==> config.mk <==
export PLATFORM = sky130hd
export DESIGN_NAME = compare_sort_ctrl
export DESIGN_NICKNAME = d
export VERILOG_FILES = /design/src/rtl/compare_sort_ctrl.sv
export SDC_FILE = /design/constraint.sdc
export NUM_CORES = 1
export LEC_CHECK = 0
export BUFFER_PORTS_ARGS = -buffer_cell sky130_fd_sc_hd__buf_2
export CAP_MARGIN = 30
export CORE_ASPECT_RATIO = 1.25
export CORE_MARGIN = 4
export CORE_UTILIZATION = 25
export CTS_CLUSTER_SIZE = 28
export DETAILED_ROUTE_END_ITERATION = 7
export PLACE_DENSITY = 0.36
export SLEW_MARGIN = 10
export SYNTH_ARGS = -nofsm -noshare
export SYNTH_HDL_FRONTEND = slang
export SYNTH_SLANG_ARGS = --single-unit
export TNS_END_PERCENT = 20
==> constraint.sdc <==
create_clock -name clk -period 5.4 [get_ports clk]
set_input_delay 0.27 -clock clk [delete_from_list [all_inputs] [get_ports clk]]
set_output_delay 0.27 -clock clk [all_outputs]
set_load 0.02 [all_outputs]
==> src/rtl/compare_sort_ctrl.sv <==
// compare_sort_ctrl
//
// Loads a burst of DEPTH unsigned words, bubble-sorts them in place with one
// compare per cycle through a single magnitude comparator, then streams the
// sorted words out, index 0 first.
//
// Ports
//   clk        rising-edge clock
//   rst_n      asynchronous active-low reset
//   in_valid   producer presents in_data
//   in_data    word to load
//   in_ready   block accepts a word this cycle (LOAD only)
//   descend    sort order, latched with the last word of the burst (1 = descending)
//   out_valid  out_data holds a sorted word (DRAIN only)
//   out_data   current sorted word, 0 when not draining
//   out_ready  consumer takes out_data this cycle
//   busy       high on every compare cycle
//   done       one-cycle pulse on the first DRAIN cycle
//
// Every output decodes from registered state only.

module compare_sort_ctrl #(
  parameter int unsigned WIDTH = 4,
  parameter int unsigned DEPTH = 8
) (
  input  logic             clk,
  input  logic             rst_n,
  input  logic             in_valid,
  input  logic [WIDTH-1:0] in_data,
  output logic             in_ready,
  input  logic             descend,
  output logic             out_valid,
  output logic [WIDTH-1:0] out_data,
  input  logic             out_ready,
  output logic             busy,
  output logic             done
);

  localparam int unsigned IdxW = (DEPTH > 1) ? $clog2(DEPTH) : 1;

  typedef logic [IdxW-1:0] idx_t;

  localparam idx_t LastIdx  = idx_t'(DEPTH - 1);
  // Highest compare index of pass 0, and also the last legal pass number.
  localparam idx_t LastPass = idx_t'(DEPTH - 2);
  localparam idx_t IdxOne   = idx_t'(1);

  typedef enum logic [1:0] {
    StLoad,
    StSort,
    StDrain
  } state_e;

  state_e           state_q, state_d;
  idx_t             wr_idx_q, wr_idx_d;
  idx_t             rd_idx_q, rd_idx_d;
  idx_t             j_q, j_d;
  idx_t             pass_q, pass_d;
  logic             swapped_q, swapped_d;
  logic             order_q, order_d;
  logic             done_q, done_d;

  logic [WIDTH-1:0] mem_q [DEPTH];
  logic [WIDTH-1:0] mem_d [DEPTH];

  // ---------------------------------------------------------------------------
  // Comparator: the one arithmetic resource, always looking at mem[j] vs mem[j+1].
  // ---------------------------------------------------------------------------
  idx_t             j_nxt;
  logic [WIDTH-1:0] cmp_a, cmp_b;
  logic             cmp_gt, cmp_lt;
  logic             swap_en;
  logic             pass_end;
  logic             pass_swapped;

  always_comb begin
    j_nxt  = j_q + IdxOne;
    cmp_a  = mem_q[j_q];
    cmp_b  = mem_q[j_nxt];
    cmp_gt = (cmp_a > cmp_b);
    cmp_lt = (cmp_a < cmp_b);
    // Equal words match neither flag, so they never swap and the sort is stable.
    swap_en = order_q ? cmp_lt : cmp_gt;
    // Each pass pushes one more extreme word to the tail, so it gets one shorter.
    pass_end = (j_q == (LastPass - pass_q));
    // Include this cycle's compare: the last compare of a pass may be its only swap.
    pass_swapped = swapped_q | swap_en;
  end

  // ---------------------------------------------------------------------------
  // Next-state logic
  // ---------------------------------------------------------------------------
  always_comb begin
    state_d   = state_q;
    wr_idx_d  = wr_idx_q;
    rd_idx_d  = rd_idx_q;
    j_d       = j_q;
    pass_d    = pass_q;
    swapped_d = swapped_q;
    order_d   = order_q;
    done_d    = 1'b0;
    mem_d     = mem_q;

    unique case (state_q)
      StLoad: begin
        if (in_valid) begin
          mem_d[wr_idx_q] = in_data;
          wr_idx_d        = wr_idx_q + IdxOne;
          if (wr_idx_q == LastIdx) begin
            order_d   = descend;
            j_d       = '0;
            pass_d    = '0;
            swapped_d = 1'b0;
            state_d   = StSort;
          end
        end
      end

      StSort: begin
        if (swap_en) begin
          mem_d[j_q]   = cmp_b;
          mem_d[j_nxt] = cmp_a;
        end
        if (pass_end) begin
          // A clean pass means everything is ordered; the last pass is always final.
          if (!pass_swapped || (pass_q == LastPass)) begin
            state_d = StDrain;
            done_d  = 1'b1;
          end else begin
            pass_d    = pass_q + IdxOne;
            j_d       = '0;
            swapped_d = 1'b0;
          end
        end else begin
          j_d       = j_nxt;
          swapped_d = pass_swapped;
        end
      end

      StDrain: begin
        if (out_ready) begin
          if (rd_idx_q == LastIdx) begin
            rd_idx_d = '0;
            wr_idx_d = '0;
            state_d  = StLoad;
          end else begin
            rd_idx_d = rd_idx_q + IdxOne;
          end
        end
      end

      default: begin
        state_d = StLoad;
      end
    endcase
  end

  // ---------------------------------------------------------------------------
  // State registers
  // ---------------------------------------------------------------------------
  always_ff @(posedge clk or negedge rst_n) begin
    if (!rst_n) begin
      state_q   <= StLoad;
      wr_idx_q  <= '0;
      rd_idx_q  <= '0;
      j_q       <= '0;
      pass_q    <= '0;
      swapped_q <= 1'b0;
      order_q   <= 1'b0;
      done_q    <= 1'b0;
    end else begin
      state_q   <= state_d;
      wr_idx_q  <= wr_idx_d;
      rd_idx_q  <= rd_idx_d;
      j_q       <= j_d;
      pass_q    <= pass_d;
      swapped_q <= swapped_d;
      order_q   <= order_d;
      done_q    <= done_d;
    end
  end

  // Word storage carries no reset; it is always fully rewritten before use.
  always_ff @(posedge clk) begin
    mem_q <= mem_d;
  end

  // ---------------------------------------------------------------------------
  // Outputs
  // ---------------------------------------------------------------------------
  always_comb begin
    in_ready  = (state_q == StLoad);
    busy      = (state_q == StSort);
    out_valid = (state_q == StDrain);
    done      = done_q;
    // Gate so unreset storage never leaks onto out_data outside DRAIN.
    out_data  = out_valid ? mem_q[rd_idx_q] : '0;
  end

endmodule

==> flow_metrics.env, run 1 <==
export IMPL_syn_inst=391
export IMPL_grt_pass1_vias=3133
export IMPL_fin_crit_sh=0.827
export IMPL_synthAdderAreaFrac=0.0398
export IMPL_clockRootBuffer="clkbuf_16"
export IMPL_postSynthAreaPerCell_sq_um=9.65
export IMPL_max_cap_viol_count=0
export IMPL_io_pins=17
export IMPL_fp_dieW_um=118
export IMPL_synth_common_cells="nand2_1 (48), nor2_1 (43), edfxtp_1 (32)"
export IMPL_grt_start_max_net_pins=41
export IMPL_crit_start="j_q[2]"
export IMPL_tightest_slew_ns=0.889
export IMPL_nets=421
export IMPL_startpoint_type="flip-flop"
export IMPL_cts_max_level=2
export IMPL_critPathKind="flip-flop to flip-flop"
export IMPL_async_flop_share=0.347
export IMPL_synthTopCellsByArea="edfxtp_1 (25%), dfrtp_1 (11%), mux4_2 (7.2%)"
export IMPL_synth_area_sq_um=3770
export IMPL_layout_drive_gt1_share=0.162
export IMPL_setup_ws_ns=0.934
export IMPL_ys_warn_count=0
export IMPL_synth_seq_cells=49
export IMPL_die_h_um=145
export IMPL_clock_path_buffers=2
export IMPL_yosysMostFrequentCell="nand2_1"
export IMPL_synth_xor_area_frac=0.0209
export IMPL_synthFlopType="edfxtp_1"
export IMPL_syn_nets=412
export IMPL_status="complete, no violations"
export IMPL_min_path_type="input port to flip-flop"
export IMPL_end_kind="flip-flop"
export IMPL_clk_latency_ns=0.29
export IMPL_wl_per_cell_um=23.5
export IMPL_dieArea_sq_um=17100
export IMPL_rsz0062_at_grt="false"
export IMPL_synthMuxAreaShare=0.130
export IMPL_row_count=49
export IMPL_fin_cells=579
export IMPL_synth_top_family_by_area="compound AO/OA/AOI/OAI gates"
export IMPL_final_setup_viol_count=0
export IMPL_vias=3259
export IMPL_routed_wl_um=13600
export IMPL_first_iter_violations=315
export IMPL_holdCritStartpoint="descend"
export IMPL_slew_headroom=0.407
export IMPL_synth_largest_area_cell="edfxtp_1"
export IMPL_dp_cells=570
export IMPL_cp_data_required_time_ns=5.33
export IMPL_hpwl_um=10100
export IMPL_ant_nets=0
export IMPL_r2r_start="j_q[2]"
export IMPL_yosys_area_share_simple=0.164
export IMPL_io_buffer_count=16
export IMPL_cts_made_buffers=5
export IMPL_max_freq_mhz=224
export IMPL_drv_slew=0
export IMPL_postCtsHoldBufs=1
export IMPL_routabilityCongestion=0.848
export IMPL_synth_cell_type_count=60
export IMPL_cp_arrival_ns=4.39
export IMPL_grt_total_usage=0.158
export IMPL_seq_area_frac_synth=0.367
export IMPL_synth_compound_area_frac=0.232
export IMPL_tns_ns=0
export IMPL_fin_crit_ns=4.47
export IMPL_antenna_found_initial=0
export IMPL_n_antenna_cell=0
export IMPL_finalHoldViolCount=0
export IMPL_area_delta_synth_final_pct=11.1
export IMPL_post_cts_buffers=0
export IMPL_grt_pass1_wl_um=20500
export IMPL_viasPerCell=5.63
export IMPL_cts_resized=0
export IMPL_drc=0
export IMPL_clock_sinks=49
export IMPL_fp_coreArea_sq_um=14600
export IMPL_synth_top_cell_area_share=0.255
export IMPL_synth_edf_count=32
export IMPL_clk_pin_slew_worst_paths_ns=0.07
export IMPL_drt_first_pass_iters=5
export IMPL_cts_tree="done"
export IMPL_path_max_fanout=17
export IMPL_initial_utilization=0.259
export IMPL_clock_skew_ns=0.00417
export IMPL_dp_slack_ns=0.939
export IMPL_grt_overflow=0
-- state kept, by name (all words and copies together) (netlist names) --
register / flops
mem_q: 32
j_q: 3
pass_q: 3
rd_idx_q: 3
wr_idx_q: 3
state_q: 2
done: 1
order_q: 1
swapped_q: 1
-- final cells by class --
type | instances | area [sq um]
Clock inverter | 2 | 33.8
Timing Repair Buffer | 27 | 165
Inverter | 10 | 37.5
Fill cell | 1538 | 10400
Tap cell | 178 | 223
Clock buffer | 6 | 129
Sequential cell | 49 | 1390
Multi-Input combinational cell | 307 | 2220
-- routing by layer --
metal / vias up / wire, um / global-route usage
met5: - / 0 / 0
met4: 0 / 439 / 0.0598
met3: 20 / 706 / 0.0249
met2: 119 / 6590 / 0.266
met1: 1591 / 5900 / 0.205
li1: 1529 / - / -
-- cell families after synthesis --
| kind of cell | count (synthesis) |
|---|---|
| adder cells (fa/ha/maj) | 12 |
| AO/OA/AOI/OAI | 121 |
| flip-flops | 49 |
| AND/OR/NAND/NOR | 135 |
| buffers and inverters | 35 |
| XOR/XNOR | 6 |
| multiplexers | 33 |
-- placed cells by master, fill, tap and decap left out, types with 9 or more instances in the layout --
master / instances
a21oi_1: 21
buf_2: 16
buf_4: 10
dfrtp_1: 17
edfxtp_1: 32
ha_1: 12
mux2_2: 9
mux2i_1: 12
mux4_2: 12
nand2_1: 48
nor2_1: 43
o21ai_0: 24
o221ai_1: 23
-- path summary, 6_finish.rpt --
kind	end	slack [ns]	cells past startpoint
min reg2reg	swapped_q	0.50	1
min in group asynchronous	pass_q[0]	0.45	2
max	mem_q[15]	0.93	12
max reg2reg	mem_q[15]	0.93	12
max in group asynchronous	j_q[2]	4.66	2
min	order_q	0.21	2
-- stage by stage --
step / utilization / hold slack, ns / instance area [sq um]
2_1_floorplan: - / -0.0256 / 3770
3_3_place_gp: 0.275 / 0.233 / 4020
3_5_place_dp: 0.275 / 0.232 / 4020
4_1_cts: 0.287 / 0.200 / 4190
5_1_grt: 0.287 / 0.211 / 4190
6_report: 0.287 / 0.206 / 4190
-- worst max-delay path, stage by stage (launching register included) --
cell and delay, ns:
dfrtp_1 0.72, buf_4 0.34, nor2b_1 0.47, nand2_1 0.09
o21ai_0 0.09, a221o_1 0.49, inv_1 0.09, ha_1 0.30
a41o_1 0.23, a21oi_1 0.21, a31o_2 0.15, a21oi_1 0.25
a211oi_1 0.64
Power of run 1 is left out: the tool's default activity adds up to more than one toggle a clock period on the data nets, which glitch-free logic cannot reach.
==> run 2, diff against run 1 <==
--- a/config.mk
+++ b/config.mk
@@ -5,6 +5,7 @@
 export SDC_FILE = /design/constraint.sdc
 export NUM_CORES = 1
 export LEC_CHECK = 0
+export ABC_AREA = 1
 export BUFFER_PORTS_ARGS = -buffer_cell sky130_fd_sc_hd__buf_2
 export CAP_MARGIN = 30
 export CORE_ASPECT_RATIO = 1.25
@@ -12,7 +13,7 @@
 export CORE_UTILIZATION = 25
 export CTS_CLUSTER_SIZE = 28
 export DETAILED_ROUTE_END_ITERATION = 7
-export PLACE_DENSITY = 0.36
+export PLACE_DENSITY = 0.37
 export SLEW_MARGIN = 10
 export SYNTH_ARGS = -nofsm -noshare
 export SYNTH_HDL_FRONTEND = slang
==> constraint.sdc (replaced) <==
create_clock -name clk -period 3.7 [get_ports clk]
set_input_delay 0.185 -clock clk [delete_from_list [all_inputs] [get_ports clk]]
set_output_delay 0.185 -clock clk [all_outputs]
set_load 0.02 [all_outputs]
==> flow_metrics.env, run 2 <==
export IMPL_status="complete, no violations"
export IMPL_synthAdderAreaFrac=0.0368
export IMPL_final_area_sq_um=4540
export IMPL_clock_path_buffers=2
export IMPL_syn_nets=625
export IMPL_synth_seq_cells=49
export IMPL_seq_area_frac_synth=0.340
export IMPL_initial_utilization=0.258
export IMPL_synth_area_sq_um=4080
export IMPL_dieArea_sq_um=18400
export IMPL_placedInstanceArea_sq_um=4350
export IMPL_cts_tree="done"
export IMPL_fp_coreArea_sq_um=15800
export IMPL_async_flop_share=0.347
export IMPL_end_kind="flip-flop"
export IMPL_synth_edf_count=32
export IMPL_vias=3962
export IMPL_rsz0062_at_grt="false"
export IMPL_clock_skew_ns=0.00952
export IMPL_viasPerCell=4.78
export IMPL_clock_sinks=49
export IMPL_yosys_area_share_simple=0.363
export IMPL_fin_crit_ns=3.37
export IMPL_synthFlopType="edfxtp_1"
export IMPL_area_delta_synth_final_pct=11.1
export IMPL_post_route_util=0.287
export IMPL_clockRootBuffer="clkbuf_16"
export IMPL_io_pins=17
export IMPL_ys_warn_count=0
export IMPL_io_buffer_count=16
export IMPL_die_h_um=151
export IMPL_grt_pass1_wl_um=23300
export IMPL_routabilityCongestion=0.903
export IMPL_synth_common_cells="nand2_1 (253), inv_1 (54), o21ai_0 (53)"
export IMPL_row_count=51
export IMPL_drt_first_pass_iters=5
export IMPL_yosysMostFrequentCell="nand2_1"
export IMPL_first_iter_violations=287
export IMPL_cp_data_required_time_ns=3.67
export IMPL_tightest_slew_ns=0.895
export IMPL_top_register="mem_q"
export IMPL_syn_inst=604
export IMPL_path_max_fanout=9
export IMPL_max_cap_viol_count=0
export IMPL_cp_arrival_ns=3.34
export IMPL_grt_total_usage=0.172
export IMPL_critPathKind="flip-flop to flip-flop"
export IMPL_fin_crit_sh=0.912
export IMPL_layout_drive_gt1_share=0.115
export IMPL_nets=637
export IMPL_drv_slew=0
export IMPL_clk_pin_slew_worst_paths_ns=0.08
export IMPL_holdWs_ns=0.138
export IMPL_slew_headroom=0.401
export IMPL_final_cell_mix="nand2_1 (253), inv_1 (53), o21ai_0 (53)"
export IMPL_wl_per_cell_um=18.5
export IMPL_synthTopCellsByArea="edfxtp_1 (24%), nand2_1 (23%), dfrtp_1 (10%)"
export IMPL_startpoint_type="flip-flop"
export IMPL_antenna_found_initial=0
export IMPL_largest_reg_flops=32
export IMPL_max_freq_mhz=296
export IMPL_synth_cell_type_count=38
export IMPL_grt_overflow=0
export IMPL_synth_top_cell_area_share=0.235
export IMPL_ant_nets=0
export IMPL_cts_max_level=2
export IMPL_min_path_type="input port to flip-flop"
export IMPL_clk_latency_ns=0.31
export IMPL_synth_top_family_by_area="simple AND/OR/NAND/NOR gates"
export IMPL_hpwl_um=12200
export IMPL_synth_compound_area_frac=0.154
export IMPL_finalHoldViolCount=0
export IMPL_cts_made_buffers=5
export IMPL_final_common_cell="nand2_1"
export IMPL_synth_largest_area_cell="edfxtp_1"
export IMPL_final_setup_viol_count=0
export IMPL_fp_dieW_um=122
export IMPL_drc=0
export IMPL_post_cts_buffers=0
export IMPL_grt_start_max_net_pins=44
export IMPL_synthMuxAreaShare=0
export IMPL_tns_ns=0
export IMPL_n_antenna_cell=0
export IMPL_synth_xor_area_frac=0.00858
export IMPL_grt_pass1_vias=3861
export IMPL_postSynthAreaPerCell_sq_um=6.76
export IMPL_routed_wl_um=15400
==> run 2: worst paths after layout <==
| path | from | to | slack (ns) | cells past startpoint |
|---|---|---|---|---|
| min in group asynchronous | rst_n | rd_idx_q[1] | 0.36 | 2 |
| worst min register to register | swapped_q | swapped_q | 0.52 | 2 |
| worst min-delay path | descend | order_q | 0.14 | 3 |
| worst max-delay path | j_q[1] | mem_q[4] | 0.33 | 15 |
| worst max register to register | j_q[1] | mem_q[4] | 0.33 | 15 |
| max in group asynchronous | rst_n | done | 3.00 | 2 |
==> run 2: cells by family (layout without fill, tap and decap cells) <==
logic type                 after synthesis  after routing
AOI/OAI and AO/OA                      115            115
xor gates and xnor gates                 4              4
adders and majority gates               12             12
buffers and inverters                   85             98
DFF                                     49             49
and+or+nand+nor                        339            339
==> run 2: per-layer routing <==
metal / up-vias / GRT usage / wire (um) / part of all wire
li1: 1993 / - / - / -
met1: 1834 / 0.222 / 6960 / 0.45
met2: 114 / 0.291 / 7360 / 0.48
met3: 21 / 0.0299 / 621 / 0.040
met4: 0 / 0.0583 / 423 / 0.028
met5: - / 0 / 0 / 0
==> run 2: cell type report <==
cell class / count / area [sq um]
clock buffers: 5 / 125
inverters: 63 / 245
well taps: 212 / 265
clock inverters: 3 / 43.8
fillers: 1843 / 11300
repair buffers: 27 / 165
multi-input cells: 470 / 2300
flip-flops and latches: 49 / 1390
==> run 2: stage by stage <==
step	setup slack [ns]	cells
final	0.325	829
after global routing	0.00111	829
after CTS	0.277	829
after detailed placement	0.308	820
after global placement	0.355	820
after floorplan	0.925	604
==> run 2: timing repair <==
action | in CTS | in global routing
resized for setup | 0 | 1
hold endpoints to repair | 17 | 0
hold buffers | 1 | 0
setup endpoints to repair | 0 | 4
==> run 2: critical path: stages, from the launching register on <==
cell and delay (ns):
dfrtp_1 0.56, inv_2 0.19, nand3_2 0.16, inv_1 0.11
nand2_1 0.07, o21ai_0 0.08, nor2_1 0.19, nand3_4 0.19
ha_1 0.35, a21oi_1 0.18, nand2_1 0.07, nand2_1 0.05
nand2_1 0.08, o21ai_0 0.15, inv_1 0.23, nor2_1 0.36
Power of run 2 is left out for the same reason.
==> run 3, diff against run 2 <==
--- a/config.mk
+++ b/config.mk
@@ -10,10 +10,10 @@
 export CAP_MARGIN = 30
 export CORE_ASPECT_RATIO = 1.25
 export CORE_MARGIN = 4
-export CORE_UTILIZATION = 25
+export CORE_UTILIZATION = 34
 export CTS_CLUSTER_SIZE = 28
 export DETAILED_ROUTE_END_ITERATION = 7
-export PLACE_DENSITY = 0.37
+export PLACE_DENSITY = 0.48
 export SLEW_MARGIN = 10
 export SYNTH_ARGS = -nofsm -noshare
 export SYNTH_HDL_FRONTEND = slang
==> flow_metrics.env, run 3 (synthesized netlist as in run 2, its figures left out) <==
export IMPL_status="complete, no violations"
export IMPL_drc=0
export IMPL_final_area_sq_um=4470
export IMPL_critPathKind="flip-flop to flip-flop"
export IMPL_cp_data_required_time_ns=3.66
export IMPL_hpwl_um=11000
export IMPL_cts_max_level=2
export IMPL_final_common_cell="nand2_1"
export IMPL_clk_latency_ns=0.30
export IMPL_viasPerCell=5.18
export IMPL_vias=4027
export IMPL_crit_path_end="mem_q[23]"
export IMPL_crit_start="j_q[1]"
export IMPL_multiInputGateArea_sq_um=2300
export IMPL_ant_nets=0
export IMPL_initial_utilization=0.350
export IMPL_clock_sinks=49
export IMPL_grt_pass1_vias=3788
export IMPL_placedInstanceArea_sq_um=4290
export IMPL_final_cell_mix="nand2_1 (253), inv_1 (54), o21ai_0 (53)"
export IMPL_max_freq_mhz=299
export IMPL_area_delta_synth_final_pct=9.47
export IMPL_row_count=44
export IMPL_fin_crit_sh=0.905
export IMPL_dp_slack_ns=0.410
export IMPL_holdCritStartpoint="descend"
export IMPL_grt_total_usage=0.209
export IMPL_max_cap_viol_count=0
export IMPL_slew_headroom=0.461
export IMPL_n_antenna_cell=0
export IMPL_r2r_start="j_q[1]"
export IMPL_reg2reg_slack_ns=0.35
export IMPL_io_pins=17
export IMPL_rr_endpoint="mem_q[23]"
export IMPL_layout_drive_gt1_share=0.113
export IMPL_io_buffer_count=16
export IMPL_cts_tree="done"
export IMPL_cp_arrival_ns=3.31
export IMPL_routabilityCongestion=0.949
export IMPL_cts_made_buffers=5
export IMPL_fp_dieW_um=106
export IMPL_final_setup_viol_count=0
export IMPL_end_kind="flip-flop"
export IMPL_setup_ws_ns=0.351
export IMPL_drt_first_pass_iters=4
export IMPL_grt_start_max_net_pins=48
export IMPL_routed_wl_um=14100
export IMPL_clock_path_buffers=2
export IMPL_nFillCells=1307
export IMPL_tightest_slew_ns=0.805
export IMPL_nets=637
export IMPL_wl_per_cell_um=18.2
export IMPL_dieArea_sq_um=13800
export IMPL_drv_slew=0
export IMPL_antenna_found_initial=0
export IMPL_startpoint_type="flip-flop"
export IMPL_die_h_um=130
export IMPL_seqCellArea_sq_um=1390
export IMPL_fp_coreArea_sq_um=11700
export IMPL_top_register="mem_q"
export IMPL_first_iter_violations=292
export IMPL_path_max_fanout=9
export IMPL_clockRootBuffer="clkbuf_16"
export IMPL_rsz0062_at_grt="false"
export IMPL_clock_skew_ns=0.00402
export IMPL_min_path_type="input port to flip-flop"
export IMPL_grt_pass1_wl_um=21700
export IMPL_reg2regPathDepth=16
export IMPL_fin_crit_ns=3.35
export IMPL_tns_ns=0
export IMPL_finalHoldViolCount=0
export IMPL_largest_reg_flops=32
export IMPL_grt_overflow=0
export IMPL_cts_resized=0
export IMPL_clk_pin_slew_worst_paths_ns=0.07
-- run 3: final cells by class --
type                       count  area share
sequential                    49       0.310
clock inverter                 3     0.00980
timing repair buffer          27      0.0370
clock buffer                   5      0.0280
multi-input combinational    470       0.516
tap                          161      0.0451
inverter                      63      0.0540
-- run 3: worst min path at each step --
stage	end	slack, ns	cells after the start
floorplan	done	-0.11	0
global placement	rd_idx_q[2]	0.17	1
detailed placement	rd_idx_q[2]	0.18	1
CTS	order_q	0.14	3
global route	order_q	0.18	3
finish	order_q	0.14	3
-- run 3: through the flow --
step,util,std cells,hold WS [ns]
CTS,0.383,778,0.143
global route,0.383,778,0.184
finish,0.383,778,0.138
detailed placement,0.367,769,0.177
floorplan,-,604,-0.111
global placement,0.367,769,0.172
-- run 3: routing by layer --
metal / part of all wire / up-vias / track usage / routed length, um
met4: 0.039 / 0 / 0.0884 / 546
met2: 0.48 / 168 / 0.361 / 6750
met5: 0 / - / 0 / 0
met3: 0.062 / 34 / 0.0305 / 877
met1: 0.42 / 1831 / 0.262 / 5950
li1: - / 1994 / - / -
-- run 3: what timing repair did --
action                     in CTS  in global routing
setup endpoints to repair       0                  0
hold endpoints to repair       17                  0
buffers inserted                0                  0
hold buffers                    1                  0
-- run 3: critical path: stages (launching register included) --
cell and delay [ns]:
dfrtp_1 0.46, buf_4 0.22, inv_2 0.12, nand3_2 0.15
inv_1 0.10, nand2_1 0.06, o21ai_0 0.07, nor2_1 0.17
nand3_4 0.16, ha_1 0.35, a21oi_1 0.19, nand2_1 0.08
nand2_1 0.06, nand2_1 0.07, o21ai_0 0.15, inv_1 0.23
nor2_1 0.37
Power of run 3 is left out for the same reason.
